[src/rtl/instruction_fetch_register.sv]
// instruction_fetch_register
// Assembles SLOTS narrow beats of IN_W bits into one IR_W-bit instruction
// word. Beats fill slot 0 (LSB) upward. The completed word is presented on
// IROut with a Valid flag until the consumer acknowledges it with Take.
// Ready stalls only the word-completing beat while an unconsumed word is
// still waiting.
//
// Optional feature: define IR_DIRECT_WRITE_EN to add the Direct/Sel inputs.
// A Direct beat patches one slot of IROut in place. It bypasses the
// assembly path and ignores Ready. Without the macro the block is a plain
// assembler.
//
// Reset is synchronous and active-low. It clears everything, including
// IROut.

module instruction_fetch_register #(
  parameter  int IN_W  = 8,
  parameter  int SLOTS = 2,
  localparam int IR_W  = IN_W * SLOTS,
  localparam int PTR_W = (SLOTS > 1) ? $clog2(SLOTS) : 1
) (
  input  logic             Clock,
  input  logic             Reset,
  input  logic [IN_W-1:0]  I,
  input  logic             Write,
  output logic             Ready,
  input  logic             Flush,
  output logic [IR_W-1:0]  IROut,
  output logic             Valid,
  input  logic             Take,
  output logic [PTR_W-1:0] SlotPtr
`ifdef IR_DIRECT_WRITE_EN
  ,
  input  logic             Direct,
  input  logic [PTR_W-1:0] Sel
`endif
);

  localparam logic [PTR_W-1:0] LAST_SLOT = PTR_W'(SLOTS - 1);

  // Registered state.
  logic [PTR_W-1:0] ptr_q;
  logic [IR_W-1:0]  asm_q;
  logic [IR_W-1:0]  ir_q;
  logic             valid_q;

  // Next-state values.
  logic [PTR_W-1:0] ptr_d;
  logic [IR_W-1:0]  asm_d;
  logic [IR_W-1:0]  ir_d;
  logic             valid_d;

  // Datapath and handshake terms.
  logic             last_slot;
  logic             ready_int;
  logic             direct_beat;
  logic             accept;
  logic [IR_W-1:0]  merged_word;

`ifdef IR_DIRECT_WRITE_EN
  assign direct_beat = Write && Direct;
`else
  assign direct_beat = 1'b0;
`endif

  // The final beat stalls only if the previous word is still unconsumed and
  // is not being taken this cycle.
  assign last_slot = (ptr_q == LAST_SLOT);
  assign ready_int = !(last_slot && valid_q && !Take);

  // Direct patches never count as assembly beats. A flush drops any beat
  // offered in the same cycle.
  assign accept = Write && ready_int && !Flush && !direct_beat;

  // The partial word with the incoming beat dropped into the current slot.
  // On completion this becomes the new IROut value.
  always_comb begin
    merged_word = asm_q;
    for (int k = 0; k < SLOTS; k++) begin
      if (ptr_q == PTR_W'(k)) begin
        merged_word[k*IN_W +: IN_W] = I;
      end
    end
  end

  // Next-state logic for the slot pointer, assembly buffer, IROut and Valid.
  always_comb begin
    ptr_d   = ptr_q;
    asm_d   = asm_q;
    ir_d    = ir_q;
    valid_d = valid_q;

    // The consumer acknowledge is honoured even during a flush.
    // A completion later in this block overrides it.
    if (Take && valid_q) begin
      valid_d = 1'b0;
    end

    if (Flush) begin
      ptr_d = '0;
      asm_d = '0;
    end else if (accept) begin
      if (last_slot) begin
        ir_d    = merged_word;
        valid_d = 1'b1;
        ptr_d   = '0;
        asm_d   = '0;
      end else begin
        asm_d = merged_word;
        ptr_d = ptr_q + PTR_W'(1);
      end
    end

`ifdef IR_DIRECT_WRITE_EN
    // In-place patch of one IROut slot. A Sel value outside the slot range
    // matches nothing and is ignored.
    if (direct_beat) begin
      for (int k = 0; k < SLOTS; k++) begin
        if (Sel == PTR_W'(k)) begin
          ir_d[k*IN_W +: IN_W] = I;
        end
      end
    end
`endif
  end

  // State register. Reset is synchronous, active-low, and overrides
  // everything else.
  always_ff @(posedge Clock) begin
    if (!Reset) begin
      ptr_q   <= '0;
      asm_q   <= '0;
      ir_q    <= '0;
      valid_q <= 1'b0;
    end else begin
      ptr_q   <= ptr_d;
      asm_q   <= asm_d;
      ir_q    <= ir_d;
      valid_q <= valid_d;
    end
  end

  assign Ready   = ready_int;
  assign IROut   = ir_q;
  assign Valid   = valid_q;
  assign SlotPtr = ptr_q;

endmodule

[config.mk]
export PLATFORM = sky130hd
export DESIGN_NAME = instruction_fetch_register
export DESIGN_NICKNAME = d
export VERILOG_FILES = /design/src/rtl/instruction_fetch_register.sv
export SDC_FILE = /design/constraint.sdc
export NUM_CORES = 1
export LEC_CHECK = 0
export CORE_ASPECT_RATIO = 1.25
export CORE_MARGIN = 2
export CORE_UTILIZATION = 29
export DETAILED_ROUTE_END_ITERATION = 6
export REMOVE_ABC_BUFFERS = 1
export SLEW_MARGIN = 20
export SYNTH_ARGS = -nofsm -noshare
export SYNTH_HDL_FRONTEND = slang
export SYNTH_SLANG_ARGS = --single-unit
[constraint.sdc]
create_clock -name Clock -period 1.54 [get_ports Clock]
set_clock_uncertainty 0.05 [all_clocks]
set_input_delay 0.154 -clock Clock [delete_from_list [all_inputs] [get_ports Clock]]
set_output_delay 0.154 -clock Clock [all_outputs]
set_load 0.01 [all_outputs]
==> results.tsv <==
stage	metric	value	unit
synthesis	synth-seq-cells	26	
clocking	cts_tree	done	
sta	clock.fmax	0.704	GHz
place	pre_cts_slack	-0.0220	ns
global_route	grt_usage	10.3	%
final_layout	drive_gt1_share	12.7	%
synthesis	yosys_warnings	0	
sta	setup_viol	0	
clocking	clkLatencyLatePin	0.27	ns
sta	worst_pin_slew	0.392	ns
hold_path	hp-class	flip-flop to flip-flop	
status	outcome	finished clean	
hold_path	holdCritStartpoint	IROut[14]	
setup_path	reg2reg_depth	3	
die	core.rowCount	23	
global_route	grt_max_degree	34	
final_layout	area_delta_synth_final	43.6	%
die	die_area	3960	sq um
global_route	first_global_vias	786	
flow_run	maxCapViolCount	0	
place	globalplace.congestion	0.761	
place	portBuffers	31	
global_route	overflow	0	
synthesis	postSynthCellCount	98	
setup_path	critPathBufInv	1	
routing	drc	0	
final_layout	finalNetCount	148	
hold_path	hold_depth	2	
clocking	path_clk_slew	0.09	ns
global_route	antenna_found_initial	0	
routing	wirelength	2.10	mm
sta	hold_ws	0.413	ns
clocking	htree_num_levels	1	
clocking	cts_buffer_depth	2	
synthesis	synth_cell_types	16	
setup_path	critical_path.max_fanout	5	
setup_path	startpoint	SlotPtr	
setup_path	cp_num_cells	1	
routing	via_per_inst	4.68	
die	core_area	3250	sq um
place	hpwlAfterDp	1.57	mm
sta	fin_tns_setup	0	ns
setup_path	path_class	flip-flop to output pin	
sta	setup_ws	0.120	ns
die	io_pins	32	
setup_path	cpPeakStageDelay	0.55	ns
final_layout	layout_common_cells	nand2_1 (33), clkdlybuf4s50_1 (30), dfxtp_1 (25), mux2i_1 (16), a22o_1 (8)	
sta	hold_viol_final	0	
clocking	root_buffer	clkbuf_8	
synthesis	syn_area	1010	sq um
setup_path	cp_data_required_time	1.34	ns
power_and_ir_drop	powerDensity	943	nW/um^2
die	die_w	56.7	microns
clocking	cts_sinks	26	
clocking	holdBufCountCts	0	
routing	num_vias	800	
setup_path	cp-start-kind	flip-flop	
routing	postRouteAntennaNets	0	
setup_path	critPathTopFamily	buffers and inverters	
setup_path	worstPathCellList	clkdlybuf4s50_1	
final_layout	finalInstanceArea	1450	sq um
final_layout	layout_commonest_cell	nand2_1	
global_route	grt_pass1_wl	3.35	mm
setup_path	arrival	1.22	ns
sta	max-slew-margin-rel	73.9	%
place	placedInstanceArea	1380	sq um
die	die-height	69.9	microns
power_and_ir_drop	ir_drop	0.858	mV
routing	first_iter_violations	12	
routing	wl_per_cell	12.3	microns
sta	min_period_over_period	92.2	%
power_and_ir_drop	power_leakage	0.508	nW
synthesis	ys_seq_area_share	51.7	%
setup_path	crit_slowest_cell	clkdlybuf4s50_1	
final_layout	n_antenna_cell	0	
die	start_util	31.0	%
setup_path	cp-end-kind	output pin	
clocking	postCtsSetupRepairBufs	0	
sta	period_needed	1.42	ns
final_layout	num-fill-cells	328	
setup_path	rr_startpoint	SlotPtr	
synthesis	syn-mean-instance-area	10.3	sq um
clocking	cts_buffers	3	
sta	grt_setup_unrepaired	no	
sta	finalMaxSlewViolations	0	
routing	drtPass1Iterations	4	
sequential cells by signal, indices dropped and copies added, names as in the netlist:
name	count
IROut	16
asm_q	8
SlotPtr	1
Valid	1
final timing paths:
check                   end  slack, ns
setup / recovery    SlotPtr       0.12
setup reg to reg   asm_q[2]       0.31
hold reg to reg   IROut[14]       0.41
hold / removal    IROut[14]       0.41
worst min-delay path: cells and delay by family (launching register included):
kind | cells | cell delay, ns
flops | 1 | 0.32
mux | 1 | 0.05
simple gates | 1 | 0.05
kinds of logic (layout without fill, tap and decap cells):
family	Yosys count	in the layout	synth area share, %
AO/OA/AOI/OAI	12	12	10.3
multiplexers	16	16	15.9
buffers and inverters	6	42	4.72
AND/OR/NAND/NOR	38	38	17.4
flip-flops	26	26	51.7
Yosys cell counts, drive strengths merged:
master  number  share of area, %
nand2       33                12
dfxtp       26                52
mux2i       16                16
a22o         8               7.0
buf          3               3.6
clkbuf       3               1.1
o21a         2               1.5
a21oi        1              0.87
nand2b       1              0.62
nand3b       1              0.75
nor2b        1              0.87
nor3         1              0.99
nor3b        1               1.9
o21ba        1              0.99
report_power, final:
group          leakage [nW]  internal, W  switching [W]
Sequential            0.211     0.000684     0.00000754
Clock                0.0357     0.000348       0.000215
Combinational         0.261    0.0000626      0.0000478
stage by stage:
stage | total power [W] | utilization [%] | cells
after global routing | 0.00141 | 44.5 | 171
after detailed placement | 0.000819 | 42.3 | 167
after floorplan | 0.000742 | - | 92
after CTS | 0.00138 | 44.5 | 171
after global placement | 0.000816 | 42.3 | 167
final | 0.00136 | 44.5 | 171
routing by layer:
metal  global-route usage [%]  up-vias  routed length [microns]
met5                        0        -                        0
met4                     1.59        0                        0
met3                     3.33        0                      111
met2                     18.7       22                     1070
met1                     11.9      377                      915
li1                         -      401                        -
cell type report:
class / instances / area, sq um / area share (%)
Timing Repair Buffer: 38 / 362 / 25.0
Tap cell: 37 / 46.3 / 3.20
Clock inverter: 1 / 30.0 / 2.08
Sequential cell: 26 / 522 / 36.1
Clock buffer: 3 / 41.3 / 2.85
Multi-Input combinational cell: 66 / 445 / 30.8
what timing repair did:
item / CTS / global route
endpoints found under the hold margin: 0 / 0
resized for setup: 2 / 0
setup endpoints to repair: 1 / 0
No activity file was read; power rests on OpenSTA's default activity.
